File: config.mk
export PLATFORM = sky130hd
export DESIGN_NAME = seven_segment_display_arbiter
export DESIGN_NICKNAME = d
export VERILOG_FILES = /design/src/rtl/seven_segment_display_arbiter.sv
export SDC_FILE = /design/constraint.sdc
export NUM_CORES = 1
export LEC_CHECK = 0
export CORE_UTILIZATION = 49
export CTS_BUF_LIST = sky130_fd_sc_hd__clkbuf_8 sky130_fd_sc_hd__clkbuf_16
export CTS_CLUSTER_SIZE = 28
export DETAILED_ROUTE_END_ITERATION = 8
export DONT_BUFFER_PORTS = 1
export PLACE_DENSITY = 0.66
export SYNTH_ARGS = -nofsm -noshare
export SYNTH_HDL_FRONTEND = slang
export SYNTH_SLANG_ARGS = --single-unit
export TNS_END_PERCENT = 1
File: constraint.sdc
create_clock -name clk -period 2.6 [get_ports clk]
set_clock_uncertainty 0.15 [all_clocks]
set_input_delay 0.78 -clock clk [delete_from_list [all_inputs] [get_ports clk]]
set_output_delay 0.78 -clock clk [all_outputs]
set_load 0.02 [all_outputs]
File: src/rtl/seven_segment_display_arbiter.sv
// rtl/seven_segment_display_arbiter.sv - fixed-priority owner arbiter for the three-digit seven segment display
//
// Ports:
//   clk                 in  1   system clock, all state changes on rising edge
//   reset               in  1   synchronous active-high reset
//   req_valid           in  3   bit i = requester i wants the display, bit 0 highest priority
//   req_digits0/1/2     in  12  digit triple per requester, [11:8] led1, [7:4] led2, [3:0] led3
//   req_ack             out 3   one-cycle pulse on the bit whose digits were latched
//   led1/2/3_display_value out 4 registered digits to the display controller
//   active_source       out 2   current owner 0..2, 2'b11 when showing DEFAULT_DIGITS
//   busy                out 1   high while a granted value is being held
module seven_segment_display_arbiter #(
  parameter logic [31:0] HOLD_CYCLES    = 32'd100000000,
  parameter logic [11:0] DEFAULT_DIGITS = 12'h000
) (
  input  logic        clk,
  input  logic        reset,
  input  logic [2:0]  req_valid,
  input  logic [11:0] req_digits0,
  input  logic [11:0] req_digits1,
  input  logic [11:0] req_digits2,
  output logic [2:0]  req_ack,
  output logic [3:0]  led1_display_value,
  output logic [3:0]  led2_display_value,
  output logic [3:0]  led3_display_value,
  output logic [1:0]  active_source,
  output logic        busy
);

  localparam logic [0:0] ST_IDLE = 1'b0;
  localparam logic [0:0] ST_HOLD = 1'b1;
  localparam logic [1:0] SRC_NONE = 2'b11;

  logic [0:0]  state;
  logic [31:0] hold_cnt;
  logic [1:0]  sel;
  logic [11:0] sel_digits;
  logic        any_req;
  logic        grant;

  // Lowest requesting index wins.
  always_comb begin
    any_req    = |req_valid;
    sel        = 2'd0;
    sel_digits = req_digits0;
    if (req_valid[0]) begin
      sel        = 2'd0;
      sel_digits = req_digits0;
    end else if (req_valid[1]) begin
      sel        = 2'd1;
      sel_digits = req_digits1;
    end else if (req_valid[2]) begin
      sel        = 2'd2;
      sel_digits = req_digits2;
    end
  end

  // In HOLD a grant happens either on expiry with anything pending, or when
  // requester 0 asks while someone else owns the display. Requester 0 as
  // owner cannot preempt itself; it waits for expiry like everybody else.
  always_comb begin
    grant = 1'b0;
    if (state == ST_IDLE) begin
      grant = any_req;
    end else begin
      grant = (req_valid[0] && (active_source != 2'd0)) ||
              ((hold_cnt == 32'd0) && any_req);
    end
  end

  always_ff @(posedge clk) begin
    if (reset) begin
      state              <= ST_IDLE;
      hold_cnt           <= 32'd0;
      req_ack            <= 3'b000;
      active_source      <= SRC_NONE;
      busy               <= 1'b0;
      led1_display_value <= DEFAULT_DIGITS[11:8];
      led2_display_value <= DEFAULT_DIGITS[7:4];
      led3_display_value <= DEFAULT_DIGITS[3:0];
    end else begin
      req_ack <= 3'b000;
      if (grant) begin
        led1_display_value <= sel_digits[11:8];
        led2_display_value <= sel_digits[7:4];
        led3_display_value <= sel_digits[3:0];
        req_ack            <= 3'b001 << sel;
        active_source      <= sel;
        busy               <= 1'b1;
        // The grant edge itself is the first displayed cycle.
        hold_cnt           <= HOLD_CYCLES - 32'd1;
        state              <= ST_HOLD;
      end else if (state == ST_HOLD) begin
        if (hold_cnt != 32'd0) begin
          hold_cnt <= hold_cnt - 32'd1;
        end else begin
          led1_display_value <= DEFAULT_DIGITS[11:8];
          led2_display_value <= DEFAULT_DIGITS[7:4];
          led3_display_value <= DEFAULT_DIGITS[3:0];
          active_source      <= SRC_NONE;
          busy               <= 1'b0;
          state              <= ST_IDLE;
        end
      end
    end
  end

endmodule

==> metrics.yaml, run 1 <==
run_status:
  status: "completed"
worst_setup_path:
  path_max_fanout: 9
  r2r_cells: 7
  path_cells: "or4_4, buf_4, or4_4, o21ai_2, buf_6, nand3_1, a41oi_1"
  crit_buf_inv: 2
  cp.depth: 7
  worst_ep_required_time_ns: 2.67
  arrival_ns: 2.60
  slowest_stage: "or4_4"
  criticalPathCategory: "flip-flop to flip-flop"
  path_delay_family: "simple AND/OR/NAND/NOR gates"
  path_common_cell: "or4_4"
  startpoint_type: "flip-flop"
  slowest_delay_ns: 0.57
  cp-end-kind: "flip-flop"
cells_and_area:
  final_common_cell: "dfxtp_1"
  final_area_um2: 2970
  area_delta_synth_final_pct: 13.6
  nets: 371
  final_cells: 400
  drive_gt1_share_pct: 18.2
  layout_common_cells: "dfxtp_1 (51), buf_4 (31), a21oi_1 (29)"
  diodes: 0
placement:
  numPortBuffers: 0
  gp_congestion: 0.908
  dpl.hpwl_um: 4660
  dp.cells: 390
  pre_cts_ws_ns: 0.0101
  dpl_cell_area_um2: 2850
clocking:
  cts_root_buf: "clkbuf_8"
  clk_pin_slew_ns: 0.09
  clk_path_buf_depth: 2
  cts_num_sinks: 51
  cts_htree_levels: 2
  cts_tree: "built"
  clock_latency_ns: 0.31
  hold_buffers: 0
  numCtsBuffers: 5
die:
  fp-row-count: 26
  die_area_um2: 5630
  start_util_pct: 51.2
  die_w_um: 75.1
  coreArea_um2: 5110
  dieHeight_um: 75.1
  io_pins: 59
sta:
  hold_violations: 0
  finalCritPeriodShare_pct: 97.2
  fin_crit_ns: 2.53
  final-max-slew-violation-count: 0
  fin_tns_setup_ns: 0
  clock.fmax_ghz: 0.396
  setup_violations: 0
  rsz0062_at_grt: "false"
  relSlewSlack_pct: 43.6
  holdWs_ns: 0.337
  tightest_slew_ns: 0.844
  setup_ws_ns: 0.0725
drt:
  totalWireLength_um: 6570
  drt_iter0_markers: 133
  drtAntennaViolNets: 0
  drtPass1Iterations: 4
  drc: 0
  vias_per_cell: 6.22
  avgRoutedWirePerCell_um: 16.4
  num_vias: 2489
logic_synthesis:
  synth.distinct_cells: 52
  avgSynthCellArea_um2: 8.46
  ys.warnings.count: 0
  ys_async_sr_fraction_pct: 0
  synth_nets: 351
  synth_edf_count: 0
  synth_flop_cell: "dfxtp_1"
  syn_inst: 309
  synth_seq_cells: 51
  syn_area_um2: 2620
  yosysSeqAreaShare_pct: 39.0
global_route:
  grtUsageMet1_pct: 30.8
  overflow: 0
  grt_pass1_wl_um: 10200
  use_met3_pct: 5.89
  grt_pass1_vias: 2207
  antenna_found_initial: 0
  grt_max_degree: 23
  use_met2_pct: 40.2
  grt_use_total_pct: 24.1
  top_usage_layer: "met2"
power_and_ir_drop:
  ir_drop_v: 0.000261
  p_per_area_nw_per_um2: 546
  power_leakage_uw: 0.00109
hold_path:
  hold_path.class: "flip-flop to flip-flop"
  holdPathStages: 2
flow_run:
  cap_violations: 0
[state kept, by name (all words and copies together), names as in the netlist]
| name | cells |
|---|---|
| hold_cnt | 32 |
| led1_display_value | 4 |
| led2_display_value | 4 |
| led3_display_value | 4 |
| req_ack | 3 |
| active_source | 2 |
| busy | 1 |
| state | 1 |
[logic make-up (layout without fill, tap and decap cells)]
family	after synthesis	after routing	share of synthesized area (%)
buffers and inverters	25	46	3.97
XOR/XNOR	5	5	1.67
adder cells (fa/ha/maj)	1	1	0.478
multiplexers	1	1	0.383
flip-flops	51	51	39.0
AND/OR/NAND/NOR	103	103	23.3
AO/OA/AOI/OAI	123	123	31.1
[final timing paths]
check | slack (ns) | startpoint | to
max | 0.07 | hold_cnt[16] | hold_cnt[4]
min | 0.34 | hold_cnt[31] | hold_cnt[31]
max reg2reg | 0.07 | hold_cnt[16] | hold_cnt[4]
min reg2reg | 0.34 | hold_cnt[31] | hold_cnt[31]
[metrics by stage]
stage	total power [µW]	utilization, %
floorplan	1100	-
global placement	1180	55.7
detailed placement	1180	55.7
CTS	1630	57.5
global route	1700	58.2
finish	1620	58.2
[cells in the mapped netlist (all sizes together) (2+ instances only)]
| cell type | n | area, µm² |
|---|---|---|
| a22o | 12 | 105 |
| buf | 6 | 32.5 |
| nor2 | 11 | 41.3 |
| a31oi | 6 | 37.5 |
| a211oi | 3 | 22.5 |
| o21ai | 26 | 134 |
| o31ai | 5 | 37.5 |
| a41oi | 2 | 17.5 |
| a21o | 4 | 30.0 |
| o211ai | 3 | 22.5 |
| o21a | 4 | 30.0 |
| xnor2 | 3 | 26.3 |
| and3 | 2 | 12.5 |
| nor4 | 9 | 71.3 |
| nand3 | 5 | 25.0 |
| xor2 | 2 | 17.5 |
| or2 | 2 | 12.5 |
| clkbuf | 13 | 48.8 |
| nand4b | 2 | 17.5 |
| a2bb2oi | 2 | 17.5 |
| and4 | 2 | 20.0 |
| dfxtp | 51 | 1020 |
| or4 | 12 | 105 |
| or4b | 2 | 20.0 |
| a22oi | 15 | 113 |
| nand2b | 2 | 12.5 |
| inv | 6 | 22.5 |
| nand2 | 24 | 90.1 |
| or3 | 15 | 93.8 |
| nor2b | 2 | 12.5 |
| nand4 | 2 | 12.5 |
| nor3 | 10 | 55.1 |
| a21oi | 33 | 173 |
[timing repair]
action,in CTS,in global routing
cloned,0,0
buffers inserted,0,2
endpoints found under the setup margin,1,12
pin swaps,0,2
gates resized for setup,1,7
[routing by layer]
metal / vias to the layer above / part of all wire [%]
met5: - / 0
met4: 0 / 1.0
met3: 8 / 6.1
met2: 93 / 48
met1: 1159 / 45
li1: 1229 / -
[final cells by class]
type                            instances  area, µm²
Clock buffer                            5       68.8
Tap cell                               70       87.6
Clock inverter                          3       16.3
Timing Repair Buffer                   32        244
Sequential cell                        51       1020
Multi-Input combinational cell        233       1510
Inverter                                6       22.5
Fill cell                             498       2140
[worst reg2reg max path, stage by stage, from the launching register on]
cell and delay (ns):
dfxtp_1 0.33, or4_4 0.57, buf_4 0.17, or4_4 0.55, o21ai_2 0.21, buf_6 0.17
nand3_1 0.08, a41oi_1 0.22
[report_power, final]
group / leakage [µW] / internal (µW) / switching (µW)
Sequential: 0.000422 / 831 / 71.5
Combinational: 0.000619 / 129 / 144
Clock: 0.0000453 / 185 / 261
(Power assumes the default switching activity.)
==> run 2, diff against run 1 <==
==> constraint.sdc (replaced) <==
create_clock -name clk -period 2.6 [get_ports clk]
set_clock_uncertainty 0.15 [all_clocks]
set_input_delay 0.39 -clock clk [delete_from_list [all_inputs] [get_ports clk]]
set_output_delay 0.39 -clock clk [all_outputs]
set_load 0.02 [all_outputs]
==> metrics.yaml, run 2 (synthesis gave the netlist of run 1 again) <==
clocking:
  clk_pin_slew_ns: 0.09  # about the same
  numCtsBuffers: 5  # unchanged
  clk_path_buf_depth: 2  # unchanged
  clock_latency_ns: 0.30  # was 0.31 ns
  cts_num_sinks: 51  # unchanged
  cts_htree_levels: 2  # unchanged
  cts_tree: "built"  # unchanged
  cts_root_buf: "clkbuf_8"  # unchanged
global_route:
  antenna_found_initial: 0  # unchanged
  grt_use_total_pct: 25.5  # was 24.1%
  overflow: 0  # unchanged
  grt_pass1_vias: 2341  # was 2207
  grt_max_degree: 21  # was 23
  grt_pass1_wl_um: 11000  # was 10200 µm
die:
  io_pins: 59  # unchanged
  fp-row-count: 26  # unchanged
  die_area_um2: 5630  # unchanged
  die_w_um: 75.1  # unchanged
  coreArea_um2: 5110  # unchanged
  start_util_pct: 51.2  # unchanged
  dieHeight_um: 75.1  # unchanged
drt:
  drc: 0  # unchanged
  num_vias: 2516  # was 2489
  avgRoutedWirePerCell_um: 17.3  # was 16.4 µm
  vias_per_cell: 6.24  # was 6.22
  totalWireLength_um: 6960  # was 6570 µm
  drtAntennaViolNets: 0  # unchanged
  drt_iter0_markers: 158  # was 133
  drtPass1Iterations: 4  # unchanged
power_and_ir_drop:
  ir_drop_v: 0.000295  # was 0.000261 V
  power.total_uw: 1820  # was 1620 µW
  power_leakage_uw: 0.00112  # was 0.00109 µW
  p_per_area_nw_per_um2: 598  # was 546 nW/µm²
worst_setup_path:
  path_max_fanout: 7  # was 9
  crit_buf_inv: 2  # unchanged
  arrival_ns: 2.59  # was 2.60 ns
  cp-end-kind: "flip-flop"  # unchanged
  worst_ep_required_time_ns: 2.67  # about the same
  path_delay_family: "simple AND/OR/NAND/NOR gates"  # unchanged
  startpoint_type: "flip-flop"  # unchanged
  criticalPathCategory: "flip-flop to flip-flop"  # unchanged
  slowest_stage: "or4_4"  # unchanged
  slowest_delay_ns: 0.57  # about the same
  path_cells: "or4_4, buf_4, or4_4, o21ai_2, buf_6, nand3_1, a41oi_1"  # unchanged
  path_common_cell: "or4_4"  # unchanged
cells_and_area:
  final_common_cell: "dfxtp_1"  # unchanged
  drive_gt1_share_pct: 18.6  # was 18.2%
  nFillCells: 476  # was 498
  nets: 374  # was 371
  top_register: "hold_cnt"  # unchanged
  area_delta_synth_final_pct: 16.6  # was 13.6%
  largest_register_ffs: 32  # unchanged
  diodes: 0  # unchanged
  layout_common_cells: "dfxtp_1 (50), buf_4 (31), a21oi_1 (29)"  # was dfxtp_1 (51), buf_4 (31), a21oi_1 (29)
  final_area_um2: 3050  # was 2970 µm²
sta:
  finalCritPeriodShare_pct: 97.0  # was 97.2%
  fin_tns_setup_ns: 0  # unchanged
  clock.fmax_ghz: 0.396  # about the same
  setup_violations: 0  # unchanged
  setup_ws_ns: 0.0770  # was 0.0725 ns
  relSlewSlack_pct: 41.1  # was 43.6%
  fin_crit_ns: 2.52  # was 2.53 ns
  hold_violations: 0  # unchanged
  tightest_slew_ns: 0.882  # was 0.844 ns
  rsz0062_at_grt: "false"  # unchanged
  final-max-slew-violation-count: 0  # unchanged
run_status:
  status: "completed"  # unchanged
placement:
  dpl_cell_area_um2: 2850  # about the same
  pre_cts_ws_ns: 0.0256  # was 0.0101 ns
  gp_congestion: 0.891  # was 0.908
  numPortBuffers: 0  # unchanged
  dpl.hpwl_um: 4820  # was 4660 µm
hold_path:
  hold_path.class: "primary input to flip-flop"  # was flip-flop to flip-flop
flow_run:
  cap_violations: 0  # unchanged
==> run 2: cell types whose count changed in the layout (fill, tap and decap cells not counted), sizes merged <==
cell,before,now
clkinvlp,1,0
clkinv,1,0
dlygate4sd3,0,3
bufinv,0,2
==> run 2: through the flow <==
| step | hold slack (ns) | cells | util (%) |
|---|---|---|---|
| detailed placement | 0.315 | 391 | 55.9 |
| global placement | 0.314 | 391 | 55.9 |
| floorplan | 0.300 | 309 | - |
| global route | 0.000130 | 403 | 59.7 |
| CTS | 0.00159 | 402 | 59.1 |
| finish | 0.0115 | 403 | 59.7 |
==> run 2: worst paths after layout <==
kind                                    from           end  slack, ns  cells past startpoint
worst max-delay path            hold_cnt[16]   hold_cnt[4]       0.08                      7
worst min-delay path                   reset   hold_cnt[0]       0.01                      1
worst max register to register  hold_cnt[16]   hold_cnt[4]       0.08                      7
worst min register to register  hold_cnt[31]  hold_cnt[31]       0.33                      2
==> run 2: layer usage <==
metal	up-vias	GRT usage, %	wire, µm	share of wire (%)
met5	-	0	0	0
met4	0	7.76	127	1.8
met3	15	4.69	390	5.6
met2	102	41.8	3260	47
met1	1155	34.0	3180	46
li1	1244	-	-	-
==> run 2: cell type report <==
type / instances / area, µm² / share of cell area [%]
clock buffer: 5 / 68.8 / 2.26
clock inverter: 3 / 63.8 / 2.09
inverter: 6 / 22.5 / 0.739
multi-input combinational: 233 / 1510 / 49.5
sequential: 51 / 1020 / 33.5
tap: 70 / 87.6 / 2.87
timing repair buffer: 35 / 274 / 8.99
==> run 2: timing repair <==
action / CTS / global route
endpoints found under the hold margin: 11 / 1
endpoints found under the setup margin: 2 / 29
pin swaps: 1 / 1
setup buffers: 1 / 0
gates resized for setup: 1 / 7
hold buffers: 2 / 1
==> run 2: power by group <==
group / switching (µW) / internal, µW
Clock: 254 / 381
Combinational: 151 / 133
Sequential: 73.9 / 832
==> run 3, diff against run 2 <==
SETUP_SLACK_MARGIN = 0.05   (was unset)
==> metrics.yaml, run 3 (synthesis gave the netlist of run 1 again) <==
drt:
  drt-met1-wl_um: 2890  # was 3180 µm
  drc: 0  # unchanged
  drt_iter0_markers: 168  # was 158
  num_vias: 2466  # was 2516
  drtPass1Iterations: 4  # unchanged
  drtAntennaViolNets: 0  # unchanged
  avgRoutedWirePerCell_um: 16.4  # was 17.3 µm
  vias_per_cell: 6.20  # was 6.24
  wl_met3_um: 413  # was 390 µm
  totalWireLength_um: 6520  # was 6960 µm
  routed-wl-met2_um: 3190  # was 3260 µm
  top_layer: "met4"  # unchanged
worst_setup_path:
  arrival_ns: 2.61  # was 2.59 ns
  r2r_cells: 5  # was 7
  rr_startpoint: "hold_cnt[19]"  # was hold_cnt[16]
  path_max_fanout: 5  # was 7
  startpoint_type: "flip-flop"  # unchanged
  criticalPathCategory: "flip-flop to flip-flop"  # unchanged
  cp-end-kind: "flip-flop"  # unchanged
  worst_ep_required_time_ns: 2.70  # was 2.67 ns
  startpoint: "hold_cnt[19]"  # was hold_cnt[16]
power_and_ir_drop:
  power_frac_seq_pct: 54.7  # was 49.6%
  p_per_area_nw_per_um2: 559  # was 598 nW/µm²
  p_switching_uw: 499  # was 479 µW
  pwr-share-clk_pct: 28.9  # was 34.8%
  power_leakage_uw: 0.00108  # was 0.00112 µW
  power_frac_comb_pct: 16.4  # was 15.6%
  ir_drop_v: 0.000261  # was 0.000295 V
  switching_share_pct: 30.2  # was 26.3%
  p_int_uw: 1150  # was 1350 µW
hold_path:
  hold_path.class: "primary input to flip-flop"  # unchanged
  min_from: "reset"  # unchanged
  holdPathStages: 2  # was 1
placement:
  dpl.hpwl_um: 4670  # was 4820 µm
  numPortBuffers: 0  # unchanged
  dp.cells: 388  # was 391
  gp_congestion: 0.908  # was 0.891
sta:
  fin_tns_setup_ns: 0  # unchanged
  finalCritPeriodShare_pct: 96.3  # was 97.0%
  tightest_slew_ns: 0.843  # was 0.882 ns
  relSlewSlack_pct: 43.7  # was 41.1%
  hold_violations: 0  # unchanged
  final-max-slew-violation-count: 0  # unchanged
  setup_violations: 0  # unchanged
  clock.fmax_ghz: 0.399  # was 0.396 GHz
  rsz0062_at_grt: "true"  # was false
  fin_crit_ns: 2.50  # was 2.52 ns
global_route:
  grt_pass1_wl_um: 10800  # was 11000 µm
  overflow: 0  # unchanged
  grt_use_total_pct: 25.3  # was 25.5%
  antenna_found_initial: 0  # unchanged
  grt_pass1_vias: 2329  # was 2341
  grt_max_degree: 21  # unchanged
clocking:
  cts_tree: "built"  # unchanged
  cts_root_buf: "clkbuf_8"  # unchanged
  numCtsBuffers: 5  # unchanged
  post_cts_buffers: 0  # was 1
  clock_latency_ns: 0.31  # was 0.30 ns
  cts_htree_levels: 2  # unchanged
  clk_path_buf_depth: 2  # unchanged
  clk_pin_slew_ns: 0.10  # was 0.09 ns
  cts_num_sinks: 51  # unchanged
die:
  io_pins: 59  # unchanged
  fp-row-count: 26  # unchanged
  start_util_pct: 51.2  # unchanged
  dieHeight_um: 75.1  # unchanged
  die_w_um: 75.1  # unchanged
  coreArea_um2: 5110  # unchanged
  die_area_um2: 5630  # unchanged
run_status:
  status: "completed"  # unchanged
cells_and_area:
  nets: 369  # was 374
  largest_register_ffs: 32  # unchanged
  final_common_cell: "dfxtp_1"  # unchanged
  layout_common_cells: "dfxtp_1 (51), a21oi_1 (31), buf_4 (28)"  # was dfxtp_1 (50), buf_4 (31), a21oi_1 (29)
  diodes: 0  # unchanged
  drive_gt1_share_pct: 16.8  # was 18.6%
  top_register: "hold_cnt"  # unchanged
  area_delta_synth_final_pct: 13.2  # was 16.6%
  final_cells: 398  # was 403
flow_run:
  cap_violations: 0  # unchanged
[run 3: worst max-delay path, stage by stage, from the launching register on]
cell,delay (ns)
dfxtp_1,0.34
or4_4,0.56
or3_1,0.35
or4_4,0.43
or4_4,0.49
a21oi_2,0.14
[run 3: final cells by class]
| type | instances | area (µm²) |
|---|---|---|
| Inverter | 6 | 22.5 |
| Clock buffer | 5 | 68.8 |
| Tap cell | 70 | 87.6 |
| Multi-Input combinational cell | 233 | 1510 |
| Clock inverter | 3 | 22.5 |
| Fill cell | 491 | 2150 |
| Timing Repair Buffer | 30 | 230 |
| Sequential cell | 51 | 1020 |
[run 3: path summary, 6_finish.rpt]
kind	endpoint	slack, ns
setup reg to reg	hold_cnt[27]	0.1
hold / removal	hold_cnt[20]	0.07
setup / recovery	hold_cnt[27]	0.1
hold reg to reg	hold_cnt[31]	0.35
[run 3: routing by layer]
layer / track usage (%) / vias up
li1: - / 1231
met1: 31.2 / 1148
met2: 43.9 / 85
met3: 6.16 / 2
met4: 6.50 / 0
met5: 0 / -
[run 3: through the flow]
stage                     instance area [µm²]  util (%)  hold slack, ns  power [µW]  worst slack (ns)
after floorplan                          2620         -           0.300        1110            0.0497
after global placement                   2830      55.4           0.313        1180            0.0828
after detailed placement                 2830      55.4           0.314        1180            0.0566
after CTS                                2950      57.7          0.0677        1660            0.0382
after global routing                     2960      57.9          0.0586        1740           0.00865
final                                    2960      57.9          0.0715        1650            0.0954
[run 3: power groups by stage]
| stage | logic, µW | clock network [µW] | registers [µW] |
|---|---|---|---|
| after floorplan | 195 | 0 | 912 |
| after global placement | 256 | 0 | 920 |
| after detailed placement | 262 | 0 | 920 |
| after CTS | 269 | 488 | 903 |
| after global routing | 303 | 524 | 913 |
| final | 271 | 478 | 905 |
[run 3: what timing repair did]
action	4_1_cts	5_1_grt
endpoints found under the setup margin	2	32
hold buffers	2	0
resized for setup	1	3
hold endpoints to repair	13	0
